[src/rtl/sha3_feeder_pkg.sv]
// rtl/sha3_feeder_pkg.sv - shared types, padding constants and helpers for the SHA-3 burst feeder
package sha3_feeder_pkg;

    typedef enum logic [2:0] {
        IDLE,
        REQ,
        FILL,
        PAD,
        SEND,
        WAIT_HASH,
        DONE
    } state_t;

    localparam logic [7:0] DSBYTE  = 8'h06;
    localparam logic [7:0] ENDBYTE = 8'h80;

    function automatic logic [31:0] ceil_div(input logic [31:0] a, input logic [31:0] b);
        return (a + b - 32'd1) / b;
    endfunction

endpackage

[src/rtl/sha3_block_packer.sv]
// rtl/sha3_block_packer.sv - rate-sized block buffer with beat write, tail masking and pad insert
module sha3_block_packer
    import sha3_feeder_pkg::*;
#(
    parameter int BUS_W      = 64,
    parameter int RATE_BYTES = 72
) (
    input  logic                    clk,
    input  logic                    resetn,
    input  logic                    clr,
    input  logic                    wr_en,
    input  logic [7:0]              wr_beat,
    input  logic [BUS_W-1:0]        wr_data,
    input  logic [31:0]             wr_byte_base,
    input  logic [31:0]             msg_len,
    input  logic                    pad_en,
    input  logic [31:0]             pad_pos,
    output logic [RATE_BYTES*8-1:0] blk_data
);

    localparam int BPB = BUS_W / 8;

    always_ff @(posedge clk) begin
        if (!resetn) begin
            blk_data <= '0;
        end else if (clr) begin
            blk_data <= '0;
        end else if (wr_en) begin
            // bytes past the end of the message are forced to zero so padding lands on a clean tail
            for (int k = 0; k < BPB; k++) begin
                blk_data[(int'(wr_beat) * BPB + k) * 8 +: 8] <=
                    ((wr_byte_base + 32'(k)) < msg_len) ? wr_data[8*k +: 8] : 8'h00;
            end
        end else if (pad_en) begin
            // both XORs per byte so a shared position yields 0x86
            for (int i = 0; i < RATE_BYTES; i++) begin
                blk_data[8*i +: 8] <= blk_data[8*i +: 8]
                                    ^ ((pad_pos == 32'(i)) ? DSBYTE : 8'h00)
                                    ^ ((i == RATE_BYTES - 1) ? ENDBYTE : 8'h00);
            end
        end
    end

endmodule

[src/rtl/sha3_burst_feeder.sv]
// rtl/sha3_burst_feeder.sv - fetches a message in rate-sized bursts, pads it and feeds Keccak blocks
module sha3_burst_feeder
    import sha3_feeder_pkg::*;
#(
    parameter int BUS_W      = 64,
    parameter int RATE_BYTES = 72,
    parameter int HASH_BITS  = 512,
    parameter int LEN_W      = 16
) (
    input  logic                    clk,
    input  logic                    reset,
    input  logic                    start,
    input  logic [LEN_W-1:0]        number_bytes,
    output logic                    init_master_txn,
    output logic [31:0]             read_addr_index,
    output logic [7:0]              burst_beats,
    input  logic [BUS_W-1:0]        bus_data,
    input  logic                    bus_data_valid,
    output logic                    dfsm_read_ready,
    input  logic                    read_done,
    output logic [RATE_BYTES*8-1:0] blk_data,
    output logic                    blk_valid,
    output logic                    blk_last,
    input  logic                    blk_ready,
    input  logic [HASH_BITS-1:0]    hash_in,
    input  logic                    hash_valid,
    output logic [HASH_BITS-1:0]    keccak_hash_reg,
    output logic                    busy,
    output logic                    done
);

    localparam int BPB   = BUS_W / 8;
    localparam int BEATS = RATE_BYTES / BPB;

    state_t             state;
    logic [LEN_W-1:0]   n_reg;
    logic [31:0]        total_beats;
    logic [31:0]        beat_idx;
    logic [31:0]        blk_base;
    logic [7:0]         beat_cnt;

    logic [31:0]        rem_beats;
    logic [7:0]         burst_calc;
    logic               is_final;
    logic               beat_take;
    logic               buf_clr;

    // beat_idx and blk_base always point at the start of the current block
    assign rem_beats       = total_beats - beat_idx;
    assign burst_calc      = (rem_beats > 32'(BEATS)) ? 8'(BEATS) : rem_beats[7:0];
    assign is_final        = 32'(n_reg) < (blk_base + 32'(RATE_BYTES));
    assign dfsm_read_ready = (state == FILL) && (beat_cnt < burst_beats);
    assign beat_take       = bus_data_valid && dfsm_read_ready;
    assign busy            = (state != IDLE);
    assign buf_clr         = ((state == IDLE) && start) ||
                             ((state == SEND) && blk_ready && !blk_last);

    always_ff @(posedge clk) begin
        if (!reset) begin
            state           <= IDLE;
            n_reg           <= '0;
            total_beats     <= '0;
            beat_idx        <= '0;
            blk_base        <= '0;
            beat_cnt        <= '0;
            init_master_txn <= 1'b0;
            read_addr_index <= '0;
            burst_beats     <= '0;
            blk_valid       <= 1'b0;
            blk_last        <= 1'b0;
            done            <= 1'b0;
            keccak_hash_reg <= '0;
        end else begin
            init_master_txn <= 1'b0;
            done            <= 1'b0;
            case (state)
                IDLE: begin
                    if (start) begin
                        n_reg       <= number_bytes;
                        total_beats <= ceil_div(32'(number_bytes), 32'(BPB));
                        beat_idx    <= '0;
                        blk_base    <= '0;
                        state       <= REQ;
                    end
                end
                REQ: begin
                    beat_cnt <= '0;
                    // a block-aligned message leaves a padding-only final block with nothing to fetch
                    if (rem_beats != 32'd0) begin
                        read_addr_index <= beat_idx;
                        burst_beats     <= burst_calc;
                        init_master_txn <= 1'b1;
                        state           <= FILL;
                    end else begin
                        state <= PAD;
                    end
                end
                FILL: begin
                    if (beat_take) begin
                        beat_cnt <= beat_cnt + 8'd1;
                    end
                    if (read_done) begin
                        if (is_final) begin
                            state <= PAD;
                        end else begin
                            blk_valid <= 1'b1;
                            blk_last  <= 1'b0;
                            state     <= SEND;
                        end
                    end
                end
                PAD: begin
                    blk_valid <= 1'b1;
                    blk_last  <= 1'b1;
                    state     <= SEND;
                end
                SEND: begin
                    if (blk_ready) begin
                        blk_valid <= 1'b0;
                        blk_last  <= 1'b0;
                        if (blk_last) begin
                            state <= WAIT_HASH;
                        end else begin
                            blk_base <= blk_base + 32'(RATE_BYTES);
                            beat_idx <= beat_idx + 32'(BEATS);
                            state    <= REQ;
                        end
                    end
                end
                WAIT_HASH: begin
                    if (hash_valid) begin
                        keccak_hash_reg <= hash_in;
                        done            <= 1'b1;
                        state           <= DONE;
                    end
                end
                DONE: begin
                    state <= IDLE;
                end
                default: begin
                    state <= IDLE;
                end
            endcase
        end
    end

    sha3_block_packer #(
        .BUS_W      (BUS_W),
        .RATE_BYTES (RATE_BYTES)
    ) u_packer (
        .clk          (clk),
        .resetn       (reset),
        .clr          (buf_clr),
        .wr_en        (beat_take),
        .wr_beat      (beat_cnt),
        .wr_data      (bus_data),
        .wr_byte_base ((beat_idx + 32'(beat_cnt)) * 32'(BPB)),
        .msg_len      (32'(n_reg)),
        .pad_en       (state == PAD),
        .pad_pos      (32'(n_reg) - blk_base),
        .blk_data     (blk_data)
    );

endmodule

[config.mk]
export PLATFORM = sky130hd
export DESIGN_NAME = sha3_burst_feeder
export DESIGN_NICKNAME = d
export VERILOG_FILES = /design/src/rtl/sha3_feeder_pkg.sv /design/src/rtl/sha3_block_packer.sv /design/src/rtl/sha3_burst_feeder.sv
export SDC_FILE = /design/constraint.sdc
export NUM_CORES = 2
export LEC_CHECK = 0
export BUFFER_PORTS_ARGS = -buffer_cell sky130_fd_sc_hd__buf_4
export CAP_MARGIN = 40
export CORE_AREA = 3 3 682 684
export DETAILED_ROUTE_END_ITERATION = 8
export DIE_AREA = 0 0 685 687
export GPL_ROUTABILITY_DRIVEN = 0
export GPL_TIMING_DRIVEN = 0
export PLACE_DENSITY = 0.35
export SLEW_MARGIN = 20
export SYNTH_ARGS = -nofsm -noshare
export SYNTH_HDL_FRONTEND = slang
export SYNTH_SLANG_ARGS = --single-unit
[constraint.sdc]
create_clock -name clk -period 5.7 [get_ports clk]
set_clock_uncertainty 0.2 [all_clocks]
set_input_delay 0 -clock clk [delete_from_list [all_inputs] [get_ports clk]]
set_output_delay 0 -clock clk [all_outputs]
set_load 0.02 [all_outputs]
After elaboration in Yosys (flattened, before gate mapping) --
Index checks and enable logic that the tools add are counted.
Word-level totals: register bits 1252, input bits 599, output and inout bits 1134
Operators by class: add/sub/neg operators 30, order comparisons 11, equal/unequal tests 83, shift-type cells 16, muxes and demuxes 117, bitwise logic cells 74, reduce and logical (&&, ||, !) cells 25
Operators with widths (count):
- $bwmux 576 | 8
- $shift 8x33->576 const A | 8
- $shiftx 8x33->576 | 8
- $mux 576 | 2
- $eq 32x6->1 const B | 32
- $eq 32x5->1 const B | 16
- $xor 8x8->8 | 61
- $eq 32x4->1 const B | 8
- $eq 32x7->1 const B | 8
- $lt 32x16->1 | 8
- $mux 3 | 78
- $neg 32->33 | 7
- $mux 32 | 5
- $add 32x3->32 const B | 4
- $eq 32x3->1 const B | 4
- $pmux 32 s2 | 2
- $xor 8x3->8 | 11
- $mux 8 | 10
- $add 32x2->32 const B | 2
- $eq 32x2->1 const B | 2
- $add 11x3->12 const B | 4
- $neg 14->33 | 1
- $add 32x1->32 const B | 1
- $add 32x4->32 const B | 1
- 33 further kinds | 65

Logic depth before layout (Yosys ltp) --
depth in word-level cells 13, gate-level depth with buffers 21

Cells and area by module --
From an unflattened synthesis, not the netlist that was laid out.
Unflattened totals: cells, all modules 7480, area total of the unflattened synthesis 58498.6 µm²
By module, submodules not included:
- sha3_block_packer | instances 1, cells an instance 3934, area each 31227.4 µm², sequential area each 11531.1 µm²
- sha3_burst_feeder | instances 1, cells an instance 3546, area each 27271.2 µm², sequential area each 13172.6 µm²

Worst setup path before layout --
OpenSTA, ideal clock, no wires.
path kind register to register, start reg beat_idx[0], end reg u_packer.blk_data[112], library setup time 0.132 ns, arrival time 4.574 ns, data required time 5.368 ns, slack 0.794 ns, cell stages (with the launch flop) 16, path buffers 1, period minus slack after synthesis 4.906 ns, cells stage by stage dfxtp_1 ha_1 fa_1 a211oi_1 o211ai_1 a21boi_0 nand3_1 xnor2_1 ha_1 nand4_1 or2_2 a2111oi_0 nor2_1 clkbuf_1 nand3_1 a21oi_1
On the way: longest elaborated chain between the ends 13, elaborated cells between the ends (all ways) 41, classes of those cells add/sub (8); order compare (8); shift (8); mux (17)
Ends and longest elaborated chain:
- start, declared | RTL line sha3_burst_feeder.sv:38 | logic [31:0] beat_idx;
- start signal, assigned | RTL line sha3_burst_feeder.sv:125 | beat_idx <= beat_idx + 32'(BEATS);
- $add 29x8->29 * | RTL line sha3_burst_feeder.sv:157 | .wr_byte_base ((beat_idx + 32'(beat_cnt)) * 32'(BPB)),
- $add 32x1->32 / $lt 32x16->1 (equally long branches) | RTL line sha3_block_packer.sv:32 | ((wr_byte_base + 32'(k)) < msg_len) ? wr_data[8*k +: 8] : 8'h00;
- $lt 32x16->1 / $mux 8 (equally long branches) | RTL line sha3_block_packer.sv:32
- $mux 8 / $shiftx 8x33->576 (equally long branches) | RTL line sha3_block_packer.sv:32, sha3_block_packer.sv:31
- $shiftx 8x33->576 / $bwmux 576 (equally long branches) | RTL line sha3_block_packer.sv:31 | blk_data[(int'(wr_beat) * BPB + k) * 8 +: 8] <=
- $bwmux 576 (6 in a row) | RTL line sha3_block_packer.sv:31
- $bwmux 576 * | RTL line sha3_block_packer.sv:31
- $mux 576 * | RTL line sha3_block_packer.sv:28 | end else if (wr_en) begin
- end signal, assigned by index | RTL line sha3_block_packer.sv:31
- end signal, assigned by index | RTL line sha3_block_packer.sv:37 | blk_data[8*i +: 8] <= blk_data[8*i +: 8]
- end, declared | RTL line sha3_block_packer.sv:18 | output logic [RATE_BYTES*8-1:0] blk_data
Mark *: on every way between the ends. The rest lies on a longest branch, timed or not. A chain may end at the register's enable or synchronous reset.

Final worst setup path --
start reg beat_cnt[6], end reg u_packer.blk_data[573]
On the way: longest elaborated chain between the ends 13, elaborated cells between the ends (all ways) 68, classes of those cells add/sub (23); order compare (9); shift (16); mux (17); reduce/logical (3)
Ends and longest elaborated chain:
- start, declared | RTL line sha3_burst_feeder.sv:40 | logic [7:0] beat_cnt;
- start signal, assigned | RTL line sha3_burst_feeder.sv:100 | beat_cnt <= beat_cnt + 8'd1;
- $add 29x8->29 | RTL line sha3_burst_feeder.sv:157
- $add 32x1->32 / $lt 32x16->1 (equally long branches) | RTL line sha3_block_packer.sv:32
- $lt 32x16->1 / $mux 8 (equally long branches) | RTL line sha3_block_packer.sv:32
- $mux 8 / $shiftx 8x33->576 (equally long branches) | RTL line sha3_block_packer.sv:32, sha3_block_packer.sv:31
- $shiftx 8x33->576 / $bwmux 576 (equally long branches) | RTL line sha3_block_packer.sv:31
- $bwmux 576 (7 in a row) | RTL line sha3_block_packer.sv:31
- $mux 576 | RTL line sha3_block_packer.sv:28
Several ways; a longest one is shown, not always the timed one.

==> flow_metrics.tcl <==
set metrics [dict create \
    vias_per_cell 3.98 \
    dr.pass1.iters 6 \
    fp.coreArea_sq_um 460000 \
    cp_cell_sequence "ha_1 -> o211ai_1 -> a2111oi_1 -> buf_1 -> and2_1 -> a41o_1 -> o211ai_1 -> nor3b_4 -> buf_2 -> nand2_1 -> nor2_1 -> buf_2 -> clkbuf_4 -> nand3_1 -> a21oi_1" \
    synth_top_area_share_pct 47.3 \
    cp.required_ns 6.24 \
    cp_num_buf_inv 4 \
    final_nets 10600 \
    timing.fmax_mhz 180 \
    crit_path_end_kind "register" \
    period_share_pct 97.3 \
    synth_fa_ha_area_share_pct 1.95 \
    grt_use_total_pct 18.1 \
    io_pins 1733 \
    synth.area.mux_share_pct 1.45 \
    hpwl_mm 375 \
    cp_num_cells 15 \
    ir_drop_uv 232 \
    drt_wl_total_mm 449 \
    initial_core_util_pct 11.4 \
    wl_per_cell_um 27.7 \
    drtIter0Drc 5139 \
    crit_end "u_packer.blk_data[573]" \
    antenna_found_initial 81 \
    drc 0 \
    port_buffers 1704 \
    syn-cell-area_sq_um 52200 \
    cpMaxStageDelayCell "dfxtp_1" \
    cp_max_fo 10 \
    crit_path_max_incr_delay_ns 0.72 \
    leakage_nw 35.2 \
    slew_violations 0 \
    setup_viol_count_final 0 \
    htree_levels 4 \
    ys_top_cells_by_area "dfxtp_1 (47%), nand2_1 (12%), a21oi_1 (9.9%), nand3_1 (3.7%), clkbuf_1 (3.6%)" \
    numCtsBuffers 171 \
    r2r_end "u_packer.blk_data[573]" \
    synth-main-ff-cell "dfxtp_1" \
    crit_family "buffers and inverters" \
    path_clk_slew_ns 0.06 \
    synthTopCellsByCount "nand2_1 (1,721), dfxtp_1 (1,234), a21oi_1 (1,036), clkbuf_1 (498), nand3_1 (384)" \
    yosysUniqueCellTypes 91 \
    crit_type "reg -> reg" \
    layout_setup_ws_ns 0.152 \
    yosysMostFrequentCell "nand2_1" \
    hp-class "in -> reg" \
    root_buffer "clkbuf_16" \
    r2r-start "beat_cnt[6]" \
    syn_avg_cell_area_sq_um 7.79 \
    cp-start-kind "register" \
    drive_gt1_share_pct 22.5 \
    outcome "completed" \
    synth_compound_area_share_pct 18.1 \
    synth.largest_area_cell "dfxtp_1" \
    hold-worst-slack_ns 0.0759 \
    yosys.area_share.xor_xnor_pct 2.64 \
    tns_ns 0 \
    fp.dieW_um 685 \
    finalHoldViolCount 0 \
    clock_latency_ns 0.88 \
    fin_crit_ns 5.55 \
    rrSetupSlack_ns 0.15 \
    synth_seq_area_share_pct 47.3 \
    slew_headroom_pct 36.4 \
    vias 64500 \
    grt_max_degree 16 \
    synthCells 6694 \
    fin_util_pct 20.1 \
    power_density_nw_per_um2 310 \
    row_count 249 \
    cts_tree "yes" \
    grt_pass1_vias 63000 \
    fin_area_sq_um 92300 \
    grt_overflow_total 0 \
    drv_cap 0 \
    finalNonFillerCells 16200 \
    syn_nets 7373 \
    r2r_cells 15 \
    placed_area_sq_um 74100 \
    synth_top_family_by_area "simple AND/OR/NAND/NOR gates" \
    synth_edf_count 0 \
    pre_cts_ws_ns -1.27 \
    die_h_um 687 \
    area_growth_pct 76.9 \
    clk_path_buf_depth 4 \
    p_total_mw 28.6 \
    crit_arrival_ns 6.09 \
    dieArea_sq_um 471000 \
    cts_sinks 1234 \
    grt_pass1_wl_mm 587 \
    largest_register_ffs 576 \
    tightest_slew_ns 0.951 \
    crit_start "beat_cnt[6]" \
    synth_seq_cells 1234 \
    yosys_warnings 0 \
    yosys.area_share.simple_pct 24.0 \
    dpl.cell_count 14700 \
    ant_nets 0 \
    async_flop_share_pct 0 \
]
how the worst min path moves through the flow:
stage / from / endpoint / slack [ns] / cells past startpoint
after floorplan: blk_ready / blk_valid / -0.11 / 1
after global placement: hash_in[264] / keccak_hash_reg[264] / 0.05 / 3
after detailed placement: hash_in[332] / keccak_hash_reg[332] / 0.05 / 3
after CTS: bus_data[25] / u_packer.blk_data[473] / 0.0002 / 6
after global routing: bus_data[25] / u_packer.blk_data[473] / 0.02 / 6
final: bus_data[1] / u_packer.blk_data[129] / 0.08 / 5
cell families after synthesis:
| kind of cell | count (synthesis) |
|---|---|
| AO/OA/AOI/OAI | 1616 |
| XOR/XNOR | 157 |
| adder cells (fa/ha/maj) | 80 |
| buffers and inverters | 624 |
| flip-flops | 1234 |
| multiplexers | 75 |
| other | 2 |
| AND/OR/NAND/NOR | 2906 |
layer usage:
metal	part of all wire (%)	routed length (um)	GRT usage, %	vias to the layer above
met2	47	211000	30.4	2700
met1	40	181000	21.8	31700
met4	4.8	21600	7.45	32
met3	8.0	36100	5.00	604
li1	-	-	-	29500
met5	0.043	195	0	-
where the power goes:
part / internal (mW) / leakage, nW / switching (mW) / total (mW)
combinational: 2.65 / 22.5 / 5.67 / 8.32
clock: 6.55 / 2.76 / 4.68 / 11.2
sequential: 8.82 / 9.94 / 0.234 / 9.05
total: 18.0 / 35.2 / 10.6 / 28.6
layout make-up:
class                      instances  area [sq um]
timing repair buffer            3050         26500
multi-input combinational       4836         25300
clock buffer                     252          4970
inverter                          79           297
antenna                           31          77.6
tap                             6149          7690
sequential                      1234         24700
buffer                           536          2130
clock inverter                    48           652
fill                           52000        367000
placed cells by master, fill, tap and decap left out, types with 72 or more instances in the layout:
cell type / count
a21oi_1: 1036
and3_1: 72
buf_4: 1727
clkbuf_1: 481
clkbuf_16: 171
dfxtp_1: 1229
dlygate4sd3_1: 1224
ha_1: 77
inv_1: 77
mux2i_1: 72
nand2_1: 1721
nand3_1: 383
nor2_1: 359
o21ai_0: 111
xnor2_1: 81
xor2_1: 76
worst register-to-register path: cells and delay by family, from the launching register on:
family	cells	cell delay, ns
adders and majority gates	1	0.30
DFF	1	0.72
buffers and inverters	4	1.54
and+or+nand+nor	5	1.24
AOI/OAI and AO/OA	5	1.41
what timing repair did:
item | in CTS | in global routing
endpoints found under the setup margin | 577 | 226
pin swaps | 1 | 0
resized for setup | 27 | 16
hold buffers | 1223 | 1
setup buffers | 1 | 1
hold endpoints to repair | 1182 | 3
Power figures use the tool's default switching activity.
